### config.mk
export PLATFORM = sky130hd
export DESIGN_NAME = morse_timing_ctrl
export DESIGN_NICKNAME = d
export VERILOG_FILES = /design/src/rtl/morse_pkg.sv /design/src/rtl/morse_sym_shift.sv /design/src/rtl/morse_timing_ctrl.sv
export SDC_FILE = /design/constraint.sdc
export NUM_CORES = 1
export LEC_CHECK = 0
export BUFFER_PORTS_ARGS = -buffer_cell sky130_fd_sc_hd__buf_2
export CAP_MARGIN = 20
export CORE_MARGIN = 5
export CORE_UTILIZATION = 26
export DETAILED_ROUTE_END_ITERATION = 8
export PLACE_DENSITY = 0.48
export SYNTH_ARGS = -nofsm -noshare
export SYNTH_HDL_FRONTEND = slang
export SYNTH_HIERARCHICAL = 1
export SYNTH_SLANG_ARGS = --single-unit
### constraint.sdc
create_clock -name clk -period 2.5 [get_ports clk]
set_input_delay 0.5 -clock clk [delete_from_list [all_inputs] [get_ports clk]]
set_output_delay 0.5 -clock clk [all_outputs]
set_load 0.005 [all_outputs]
### src/rtl/morse_pkg.sv
// -----------------------------------------------------------------------------
// morse_pkg
// Shared definitions for the Morse key timing controller: FSM state encoding,
// default timing parameters (in 100 ms ticks), symbol/letter widths and a
// saturating increment helper for the tick counter.
// -----------------------------------------------------------------------------
package morse_pkg;

   typedef enum logic [1:0] {
      IDLE      = 2'd0,
      PRESS     = 2'd1,
      GAP       = 2'd2,
      WORD_WAIT = 2'd3
   } state_t;

   localparam int DEF_DASH_TICKS = 3;
   localparam int DEF_LETTER_GAP = 3;
   localparam int DEF_WORD_GAP   = 7;

   localparam int MAX_SYMS = 6;
   localparam int CODE_W   = 6;
   localparam int LEN_W    = 3;
   localparam int CNT_W    = 8;

   // Increment that sticks at all-ones instead of wrapping.
   function automatic logic [CNT_W-1:0] sat_inc(input logic [CNT_W-1:0] v);
      logic [CNT_W-1:0] r;
      if (v == {CNT_W{1'b1}}) begin
         r = v;
      end else begin
         r = v + CNT_W'(1);
      end
      return r;
   endfunction

endpackage

### src/rtl/morse_sym_shift.sv
// -----------------------------------------------------------------------------
// morse_sym_shift
// Accumulates the symbols of the letter being keyed.
//   clk, rst : clock, asynchronous active-low reset
//   push     : one symbol was classified this cycle
//   dash     : type of the pushed symbol (1 = dash)
//   clear    : letter closed; start a new one
//   code     : symbols so far, right-aligned, bit0 = most recent
//   len      : number of symbols stored (0..6)
//   err      : sticky, set when a symbol arrived while already full
//   full     : six symbols stored; further pushes are dropped
// -----------------------------------------------------------------------------
module morse_sym_shift
   import morse_pkg::*;
(
   input  logic              clk,
   input  logic              rst,
   input  logic              push,
   input  logic              dash,
   input  logic              clear,
   output logic [CODE_W-1:0] code,
   output logic [LEN_W-1:0]  len,
   output logic              err,
   output logic              full
);

   assign full = (len == LEN_W'(MAX_SYMS));

   // Shift register, length counter and overflow flag for the open letter.
   always_ff @(posedge clk or negedge rst) begin
      if (!rst) begin
         code <= '0;
         len  <= '0;
         err  <= 1'b0;
      end else if (clear) begin
         code <= '0;
         len  <= '0;
         err  <= 1'b0;
      end else if (push) begin
         if (!full) begin
            code <= {code[CODE_W-2:0], dash};
            len  <= len + LEN_W'(1);
         end else begin
            err <= 1'b1;
         end
      end
   end

endmodule

### src/rtl/morse_timing_ctrl.sv
// -----------------------------------------------------------------------------
// morse_timing_ctrl
// Classifies key presses into dots/dashes and release times into letter and
// word boundaries, all measured in ticks of an external 100 ms timer.
//   clk, rst     : clock, asynchronous active-low reset
//   tick         : one-cycle pulse per time unit
//   key          : synchronized, debounced key (1 = pressed)
//   timer_clr    : one-cycle restart of the tick timer on every accepted edge
//   sym_valid    : one-cycle pulse, a symbol was classified (sym_dash = type)
//   letter_valid : one-cycle pulse, letter_code/len/err updated and held
//   word_gap     : one-cycle pulse, word boundary reached
// WORD_GAP must be larger than LETTER_GAP.
// -----------------------------------------------------------------------------
module morse_timing_ctrl
   import morse_pkg::*;
#(
   parameter int DASH_TICKS = DEF_DASH_TICKS,
   parameter int LETTER_GAP = DEF_LETTER_GAP,
   parameter int WORD_GAP   = DEF_WORD_GAP
) (
   input  logic              clk,
   input  logic              rst,
   input  logic              tick,
   input  logic              key,
   output logic              timer_clr,
   output logic              sym_valid,
   output logic              sym_dash,
   output logic              letter_valid,
   output logic [CODE_W-1:0] letter_code,
   output logic [LEN_W-1:0]  letter_len,
   output logic              letter_err,
   output logic              word_gap
);

   localparam logic [CNT_W-1:0] DASH_T   = CNT_W'(DASH_TICKS);
   localparam logic [CNT_W-1:0] LETTER_T = CNT_W'(LETTER_GAP);
   localparam logic [CNT_W-1:0] WORD_T   = CNT_W'(WORD_GAP);

   state_t             state_r;
   logic               key_q_r;
   logic [CNT_W-1:0]   tick_cnt_r;

   logic               rise_s;
   logic               fall_s;
   logic [CNT_W-1:0]   cnt_inc_s;
   logic               dash_s;
   logic               push_s;
   logic               close_s;
   logic [CODE_W-1:0]  code_s;
   logic [LEN_W-1:0]   len_s;
   logic               err_s;
   logic               full_s;

   // Edge detection and the strobes shared with the symbol shift register.
   // An accepted edge always wins over a coincident tick, so close_s is
   // suppressed when a rise arrives in the same cycle.
   always_comb begin
      rise_s    = key & ~key_q_r;
      fall_s    = ~key & key_q_r;
      cnt_inc_s = sat_inc(tick_cnt_r);
      dash_s    = (tick_cnt_r >= DASH_T);
      push_s    = 1'b0;
      close_s   = 1'b0;
      if (state_r == PRESS) begin
         push_s = fall_s;
      end else begin
         push_s = 1'b0;
      end
      if ((state_r == GAP) && !rise_s && tick && (cnt_inc_s == LETTER_T)) begin
         close_s = 1'b1;
      end else begin
         close_s = 1'b0;
      end
   end

   morse_sym_shift u_shift (
      .clk   (clk),
      .rst   (rst),
      .push  (push_s),
      .dash  (dash_s),
      .clear (close_s),
      .code  (code_s),
      .len   (len_s),
      .err   (err_s),
      .full  (full_s)
   );

   // Timing FSM, tick counter and all registered outputs.
   always_ff @(posedge clk or negedge rst) begin
      if (!rst) begin
         state_r      <= IDLE;
         key_q_r      <= 1'b0;
         tick_cnt_r   <= '0;
         timer_clr    <= 1'b0;
         sym_valid    <= 1'b0;
         sym_dash     <= 1'b0;
         letter_valid <= 1'b0;
         letter_code  <= '0;
         letter_len   <= '0;
         letter_err   <= 1'b0;
         word_gap     <= 1'b0;
      end else begin
         key_q_r      <= key;
         timer_clr    <= 1'b0;
         sym_valid    <= 1'b0;
         letter_valid <= 1'b0;
         word_gap     <= 1'b0;
         case (state_r)
            IDLE: begin
               if (rise_s) begin
                  state_r    <= PRESS;
                  tick_cnt_r <= '0;
                  timer_clr  <= 1'b1;
               end
            end
            PRESS: begin
               if (fall_s) begin
                  state_r    <= GAP;
                  tick_cnt_r <= '0;
                  timer_clr  <= 1'b1;
                  // A symbol beyond the sixth is dropped, so it is not reported.
                  sym_valid  <= ~full_s;
                  sym_dash   <= dash_s;
               end else if (tick) begin
                  tick_cnt_r <= cnt_inc_s;
               end
            end
            GAP: begin
               if (rise_s) begin
                  state_r    <= PRESS;
                  tick_cnt_r <= '0;
                  timer_clr  <= 1'b1;
               end else if (tick) begin
                  // Count keeps running into WORD_WAIT: word gap is total release time.
                  tick_cnt_r <= cnt_inc_s;
                  if (close_s) begin
                     state_r      <= WORD_WAIT;
                     letter_valid <= 1'b1;
                     letter_code  <= code_s;
                     letter_len   <= len_s;
                     letter_err   <= err_s;
                  end
               end
            end
            WORD_WAIT: begin
               if (rise_s) begin
                  state_r    <= PRESS;
                  tick_cnt_r <= '0;
                  timer_clr  <= 1'b1;
               end else if (tick) begin
                  tick_cnt_r <= cnt_inc_s;
                  if (cnt_inc_s == WORD_T) begin
                     state_r  <= IDLE;
                     word_gap <= 1'b1;
                  end
               end
            end
            default: begin
               state_r <= IDLE;
            end
         endcase
      end
   end

endmodule
# ---- Word-level counts from Yosys, hierarchy flattened
# Cells that the tools add are included.
dict set report totals {
  register_bits 36
  input_bits 4
  output_inout_bits 15
}
dict set report op_classes {
  add_sub_neg 2
  n_lt_le_gt_ge 1
  n_eq_ne 14
  mux 39
  bitwise 6
  n_reduce_logical 14
}
# cell n
set ops {}
lappend ops {{two-way mux 8 bit} 5}
lappend ops {{case mux 8 bit (3 select lines)} 1}
lappend ops {{two-way mux 6 bit} 3}
lappend ops {{two-way mux 1 bit} 17}
lappend ops {{two-way mux 2 bit} 8}
lappend ops {{!= test 3 bit (second input constant)} 4}
lappend ops {{two-way mux 3 bit} 3}
lappend ops {{adder 8 x 1 -> 8 bit (second input constant)} 1}
lappend ops {{== test 8 x 2 -> 1 bit (second input constant)} 1}
lappend ops {{== test 8 x 3 -> 1 bit (second input constant)} 1}
lappend ops {{== test 8 bit (second input constant)} 1}
lappend ops {{greater-or-equal comparator 8 x 2 -> 1 bit (second input constant)} 1}
lappend ops {{case mux 2 bit (4 select lines)} 1}
lappend ops {{!= test 2 bit (second input constant)} 3}
lappend ops {{AND reduction 2 bit} 3}
lappend ops {{AND reduction 6 bit} 1}
lappend ops {{== test 2 bit (second input constant)} 2}
lappend ops {{NOT 1 bit} 4}
lappend ops {{AND reduction 4 bit} 1}
lappend ops {{nonzero test 2 bit} 2}
lappend ops {{adder 3 x 1 -> 3 bit (second input constant)} 1}
lappend ops {{== test 3 bit (second input constant)} 1}
lappend ops {{logical AND 1 bit} 3}
lappend ops {{OR reduction 3 bit} 1}
lappend ops {{6 further kinds} 7}

# ---- Depth between registers and ports, before layout
# Gate-level depths: netlist (run 1).
dict set report logic_depth {
  word_depth 11
  ltp_mapped 9
  depth_no_buf 7
}

# ---- Hierarchy
# Netlist (run 1), hierarchy kept.
# module n_inst cells_per_inst area_each_um2
set modules_own_cells {}
lappend modules_own_cells {morse_timing_ctrl 1 136 1420.1}
lappend modules_own_cells {morse_sym_shift 1 41 500.5}

# ---- Worst setup path before layout (run 1)
# Ideal clock, no wire load.
dict set report synth_timing {
  kind {register -> register}
  startpoint {reg tick_cnt_r[0]}
  endpoint {reg u_shift.len[1]}
  setup_time_ps 125
  arrival_time_ps 2403
  t_required_ps 2375
  setup_slack_ps -28
  path_stages_with_launch 10
  synth_period_minus_slack_ps 2528
  path_cell_list {dfrtp_1 ha_1 buf_6 and4_4 a211o_1 and2_1 nor4_1 clkbuf_1 nor2_1 mux2_4}
}
dict set report synth_between {
  elab_chain_len 7
  word_cells_on_any_way 10
}
# item line
set synth_lines {}
lappend synth_lines {{from (decl)} morse_timing_ctrl.sv:41} ;# logic [CNT_W-1:0] tick_cnt_r;
lappend synth_lines {{from (signal assigned)} morse_timing_ctrl.sv:125} ;# tick_cnt_r <= cnt_inc_s;
lappend synth_lines {{from (signal assigned)} morse_timing_ctrl.sv:135} ;# tick_cnt_r <= cnt_inc_s;
lappend synth_lines {{from (signal assigned)} morse_timing_ctrl.sv:151} ;# tick_cnt_r <= cnt_inc_s;
lappend synth_lines {{adder 8 x 1 -> 8 bit / == test 8 bit (equally long branches)} {morse_pkg.sv:31, morse_pkg.sv:28}}
lappend synth_lines {{two-way mux 8 bit (*)} morse_pkg.sv:28} ;# if (v == {CNT_W{1'b1}}) begin
lappend synth_lines {{== test 8 x 2 -> 1 bit (*)} morse_timing_ctrl.sv:69} ;# if ((state_r == GAP) && !rise_s && tick && (cnt_inc_s == LETTER_T)) begin
lappend synth_lines {{logical AND 1 bit (*)} morse_timing_ctrl.sv:69}
lappend synth_lines {{two-way mux 1 bit (*)} morse_timing_ctrl.sv:69}
lappend synth_lines {{via close_s} morse_timing_ctrl.sv:48} ;# logic close_s;
lappend synth_lines {{!= test 2 bit (no source line) / nonzero test 2 bit (equally long branches)} n/a}
lappend synth_lines {{AND reduction 2 bit (no source line)} n/a}
lappend synth_lines {{to (signal assigned)} morse_sym_shift.sv:42} ;# len <= len + LEN_W'(1);
lappend synth_lines {{to (decl)} morse_sym_shift.sv:22} ;# output logic [LEN_W-1:0] len,
# The timed path passes the listed nets; every way through them passes the cells marked *.
# A chain may end at the register's enable or synchronous reset.

# ---- Worst setup path after layout (run 1)
dict set report layout_timing {
  startpoint {reg tick_cnt_r[0]}
  endpoint {reg u_shift.len[0]}
}
# Same word-level chain as after synthesis.

==> results of run 1 <==
[sequential cells by signal, indices dropped and copies added, names as in the netlist]
| name | flops |
|---|---|
| letter_code | 6 |
| u_shift/code | 6 |
| letter_valid | 1 |
| key_q_r | 1 |
| sym_valid | 1 |
| sym_dash | 1 |
| word_gap | 1 |
| timer_clr | 1 |
| letter_err | 1 |
| state_r | 2 |
| letter_len | 3 |
| u_shift/err | 1 |
| tick_cnt_r | 8 |
| u_shift/len | 3 |
[what timing repair did]
action	in CTS	in global routing
setup endpoints to repair	0	8
hold buffers	0	0
gates resized for setup	0	1
[placed cells by master (no fill, tap or decap), types with 3 or more instances in the layout]
cell / instances
dfrtp_1: 36
buf_2: 18
buf_4: 15
mux2_2: 12
nand2b_1: 11
nand3_1: 10
nand2_1: 8
nor3_1: 7
a21oi_1: 7
inv_1: 6
mux2i_1: 6
nor2_1: 5
clkbuf_8: 5
and2_1: 4
o21ai_0: 4
nor2b_1: 3
nand4_1: 3
nor4_1: 3
and3_1: 3
a31oi_1: 3
a2111oi_0: 3
ha_1: 3
[per-stage QoR]
step	instance area [um2]	setup WS [ns]	util, %	hold slack, ns	cells
after floorplan	1920	0.0133	-	0.204	177
after global placement	2190	0.115	30.4	0.486	300
after detailed placement	2190	0.0462	30.4	0.485	300
after CTS	2300	0.0138	31.9	0.333	308
after global routing	2300	0.0240	31.9	0.363	308
final	2300	0.159	31.9	0.291	308
[worst max-delay path by stage]
stage / cells after the start / slack [ns] / to
after floorplan: 9 / 0.01 / u_shift/len[1]$_DFFE_PN0P_
after global placement: 7 / 0.11 / u_shift/len[0]$_DFFE_PN0P_
after detailed placement: 7 / 0.05 / u_shift/len[1]$_DFFE_PN0P_
after CTS: 7 / 0.01 / u_shift/len[1]$_DFFE_PN0P_
after global routing: 7 / 0.02 / u_shift/len[1]$_DFFE_PN0P_
final: 7 / 0.16 / u_shift/len[0]$_DFFE_PN0P_
[cells by family (layout without fill, tap and decap cells)]
logic type / count (synthesis) / in the layout
mux: 20 / 20
fa+ha+maj: 3 / 3
xor+xnor: 1 / 1
flops: 36 / 36
compound gates: 39 / 39
buf+inv: 15 / 47
simple gates: 63 / 63
[per-layer routing]
layer | routed length (um) | part of all wire (%)
met5 | 0 | 0
met4 | 91 | 2.1
met3 | 245 | 5.6
met2 | 1930 | 44
met1 | 2100 | 48
[power by group]
part           leakage (nW)  internal [W]  switching, W  total [W]
registers             0.483      0.000733      0.000113   0.000846
logic                 0.522      0.000387      0.000416   0.000803
clock network        0.0552      0.000296      0.000206   0.000502
total                  1.06       0.00142      0.000735    0.00215
[cell type report]
type / count / area share, %
Tap cell: 99 / 5.37
Timing Repair Buffer: 33 / 8.79
Multi-Input combinational cell: 126 / 41.1
Inverter: 6 / 0.977
Sequential cell: 36 / 39.1
Clock buffer: 6 / 3.15
Clock inverter: 2 / 1.52
==> results.yml, run 1 <==
grt:
  track_usage_pct: 10.6
  grt_first_pass_wirelength_um: 7460
  grtUsageMet3_pct: 3.28
  grt_max_degree: 37
  antenna_found_initial: 0
  met1_usage_pct: 14.7
  grt_pass1_vias: 1482
  met2_usage_pct: 15.3
  busiest_layer: "met2"
  overflow: 0
sta:
  setup_viol: 0
  rsz0062_at_grt: "no"
  skew_ns: 0.00358
  fin_setup_tns_ns: 0
  final_hold_viol_count: 0
  finalMaxSlewViolations: 0
  worst_slew_pin_slew_ns: 0.811
  min_period_ns: 2.34
  slew_headroom_pct: 45.9
  period_share_pct: 93.6
  fmax_ghz: 0.427
route:
  viasPerCell: 4.86
  routedWlPerCell_um: 14.2
  first_iter_violations: 110
  dr.pass1.iters: 4
  via_count: 1496
  drc: 0
  ant_nets: 0
  drt_wl_total_um: 4370
finish:
  fillers: 769
  layout-drive-gt1-share_pct: 29.2
  multi_input_area_um2: 947
  nets: 215
  ff_latch_area_um2: 901
  num_antenna_cells: 0
  syn2layout_area_growth_pct: 20.0
critical_path:
  crit_start: "tick_cnt_r[0]$_DFFE_PN0P_"
  crit_path_end_kind: "flop"
  crit_type: "flop to flop"
  reg2reg_slack_ns: 0.16
  worstRegToRegCells: 7
  worstPathArrival_ns: 2.52
  path_buf_inv: 0
  cp_top_family: "simple AND/OR/NAND/NOR gates"
  r2r_start: "tick_cnt_r[0]$_DFFE_PN0P_"
  cp_slowest_cell: "nor4_2"
  path_max_fanout: 5
  cp-start-kind: "flop"
  critPathMaxStageDelay_ns: 0.41
  path_cells: "ha_1 > and4_4 > a211o_1 > and2_1 > nor4_2 > and2b_2 > mux2_4"
  required_ns: 2.67
  reg2reg_to: "u_shift/len[0]$_DFFE_PN0P_"
synthesis:
  synth_async_sr_flop_share_pct: 100
  ys_types: 45
  synth_top_family_by_area: "simple AND/OR/NAND/NOR gates"
  synthMuxAreaShare_pct: 11.7
  yosys-top-cells-area: "dfrtp_1 (47%), mux2_2 (7.0%), nand2b_1 (3.6%), mux2i_1 (3.1%), nand3_1 (2.6%)"
  synth_fa_ha_area_share_pct: 1.95
  synth-compound-area-share_pct: 16.2
  synth_area_per_cell_um2: 10.9
  ys.flop_type: "dfrtp_1"
  synth_cells: 177
  yosysTopAreaCell: "dfrtp_1"
  synth_edf_count: 0
  yosys_warnings: 6
  synth_nets: 184
  synth_xor_area_share_pct: 0.456
  netlist_area_mm2: 0.00192
  synth_common_cells: "dfrtp_1 (36), mux2_2 (12), nand2b_1 (11)"
  synth-seq-cells: 36
  yosys.cell_count.top_type: "dfrtp_1"
  ys_seq_area_share_pct: 46.9
  synthSimpleGateAreaFrac_pct: 18.7
  synth_top_area_share_pct: 46.9
floorplanning:
  dieWidth_um: 95.9
  start_util_pct: 26.6
  die_y_um: 95.9
  core_area_mm2: 0.00721
  die_area_mm2: 0.00921
  num_io_pins: 19
  placement_rows: 31
power_and_ir_drop:
  cellLeakagePower_nw: 1.06
  power.total_w: 0.00215
  power_density_mw_per_mm2: 934
  ir_drop_v: 0.000285
placement:
  dp_hpwl_um: 3100
  io_buffers: 18
  gp_congestion: 0.885
status:
  status: "finished clean"
min_path:
  min_path_type: "input pin to asynchronous set/reset pin"
clocking:
  clock_sinks: 36
  clk_pin_slew_worst_paths_ns: 0.07
  cts_setup_buffers: 0
  clk_latency_ns: 0.29
  htree_levels: 2
  root_buffer: "clkbuf_8"
  cts_made_buffers: 5
  cts_tree: "built"
  max-clock-path-buffers: 2
job:
  maxCapViolations: 0
Note: power is estimated with default switching activity, not from simulation.
==> inputs of run 2 (changes only) <==
--- a/config.mk
+++ b/config.mk
@@ -10,7 +10,8 @@
 export CORE_MARGIN = 5
 export CORE_UTILIZATION = 26
 export DETAILED_ROUTE_END_ITERATION = 8
-export PLACE_DENSITY = 0.48
+export HOLD_SLACK_MARGIN = 0.15
+export PLACE_DENSITY_LB_ADDON = 0.15
 export SYNTH_ARGS = -nofsm -noshare
 export SYNTH_HDL_FRONTEND = slang
 export SYNTH_HIERARCHICAL = 1
==> results.yml, run 2 (synthesized netlist as in run 1, its figures left out) <==
status:
  status: "finished clean"
grt:
  track_usage_pct: 11.1
  grt_max_degree: 37
  grt_pass1_vias: 1544
  grt_first_pass_wirelength_um: 7960
  antenna_found_initial: 0
  overflow: 0
power_and_ir_drop:
  power.total_w: 0.00204
  ir_drop_v: 0.000533
  power_density_mw_per_mm2: 897
  cellLeakagePower_nw: 1.04
min_path:
  min_path_type: "input pin to asynchronous set/reset pin"
job:
  maxCapViolations: 0
finish:
  largestRegisters: "tick_cnt_r (8), letter_code (6), u_shift/code (6)"
  nets: 213
  fillers: 787
  top_register: "tick_cnt_r"
  final_cell_area_mm2: 0.00227
  final_cell_mix: "dfrtp_1 (36), buf_2 (18), buf_4 (13)"
  num_antenna_cells: 0
  largest_reg_flops: 8
  final_common_cell: "dfrtp_1"
  syn2layout_area_growth_pct: 18.2
  layout-drive-gt1-share_pct: 29.0
critical_path:
  path_buf_inv: 1
  worstPathArrival_ns: 2.53
  required_ns: 2.68
  path_max_fanout: 13
  critPathMaxStageDelay_ns: 0.38
  cp_slowest_cell: "dfrtp_1"
  crit_path_end_kind: "flop"
  cp_top_family: "simple AND/OR/NAND/NOR gates"
  cp-start-kind: "flop"
  path_cells: "ha_1 > and4_4 > a211o_1 > and2_1 > nor4_2 > buf_4 > and2b_2 > mux2_4"
  crit_type: "flop to flop"
clocking:
  max-clock-path-buffers: 2
  clk_pin_slew_worst_paths_ns: 0.08
  clock_sinks: 36
  root_buffer: "clkbuf_8"
  htree_levels: 2
  cts_made_buffers: 5
  cts_setup_buffers: 0
  holdBufCountCts: 0
  clk_latency_ns: 0.29
  cts_tree: "built"
placement:
  dp_hpwl_um: 3240
  gp_congestion: 0.790
  dp_slack_ns: 0.105
  io_buffers: 18
  place_area_mm2: 0.00218
route:
  highest_layer: "met4"
  dr_wl_met3_um: 203
  met1Wirelength_um: 2190
  drc: 0
  ant_nets: 0
  routedWlPerCell_um: 14.8
  viasPerCell: 4.89
  dr.pass1.iters: 4
  first_iter_violations: 98
  via_count: 1495
  drt_wl_total_um: 4530
  wl_met2_um: 2080
sta:
  setup_viol: 0
  skew_ns: 0.00920
  period_share_pct: 94.1
  worst_slew_pin_slew_ns: 0.810
  fin_setup_tns_ns: 0
  fin_ws_ns: 0.148
  fmax_ghz: 0.425
  min_period_ns: 2.35
  finalMaxSlewViolations: 0
  final_hold_viol_count: 0
  rsz0062_at_grt: "no"
  slew_headroom_pct: 46.0
floorplanning:
  num_io_pins: 19
  start_util_pct: 26.6
  die_area_mm2: 0.00921
  dieWidth_um: 95.9
  placement_rows: 31
  die_y_um: 95.9
  core_area_mm2: 0.00721
## run 2: cell count changes in the layout (fill, tap and decap cells not counted)
cell and delta:
buf_4 -2, bufinv_16 -1, clkbuf_1 -1, clkinv_2 +1, clkinv_4 +1, o21ai_0 -1, o21ai_1 +1
## run 2: where the power goes
part | switching, W | internal (W) | total (W) | leakage (nW)
clock network | 0.000230 | 0.000194 | 0.000424 | 0.0479
logic | 0.000393 | 0.000355 | 0.000748 | 0.511
registers | 0.000130 | 0.000732 | 0.000863 | 0.483
## run 2: metal layers
metal  vias up  GRT usage [%]
met3         6           3.13
met4         0           3.20
met2        22           16.9
met5         -              0
met1       749           15.4
li1        718              -
## run 2: per-stage QoR
| stage | instances | hold slack, ns | utilization, % |
|---|---|---|---|
| 2_1_floorplan | 177 | 0.204 | - |
| 3_3_place_gp | 298 | 0.486 | 30.2 |
| 3_5_place_dp | 298 | 0.492 | 30.2 |
| 4_1_cts | 306 | 0.338 | 31.4 |
| 5_1_grt | 306 | 0.377 | 31.5 |
| 6_report | 306 | 0.286 | 31.5 |
## run 2: timing repair
item	in CTS	in global routing
endpoints found under the hold margin	0	0
endpoints found under the setup margin	0	2
resized for setup	0	2
## run 2: layout make-up
| class | count | area (um2) | share of cell area (%) |
|---|---|---|---|
| inverter | 6 | 22.5 | 0.992 |
| sequential | 36 | 901 | 39.7 |
| multi-input combinational | 126 | 947 | 41.7 |
| tap | 99 | 124 | 5.46 |
| clock inverter | 3 | 18.8 | 0.827 |
| timing repair buffer | 31 | 188 | 8.27 |
| clock buffer | 5 | 68.8 | 3.03 |
## run 2: path summary, 6_finish.rpt
path	startpoint	end	slack, ns	cells past startpoint
worst max-delay path	tick_cnt_r[0]$_DFFE_PN0P_	u_shift/len[0]$_DFFE_PN0P_	0.15	8
worst min-delay path	rst	tick_cnt_r[3]$_DFFE_PN0P_	0.29	1
worst max register to register	tick_cnt_r[0]$_DFFE_PN0P_	u_shift/len[0]$_DFFE_PN0P_	0.15	8
worst min register to register	letter_err$_DFFE_PN0P_	letter_err$_DFFE_PN0P_	0.50	1
max in group asynchronous	rst	tick_cnt_r[4]$_DFFE_PN0P_	1.69	1
min in group clk	key	key_q_r$_DFF_PN0_	0.38	1
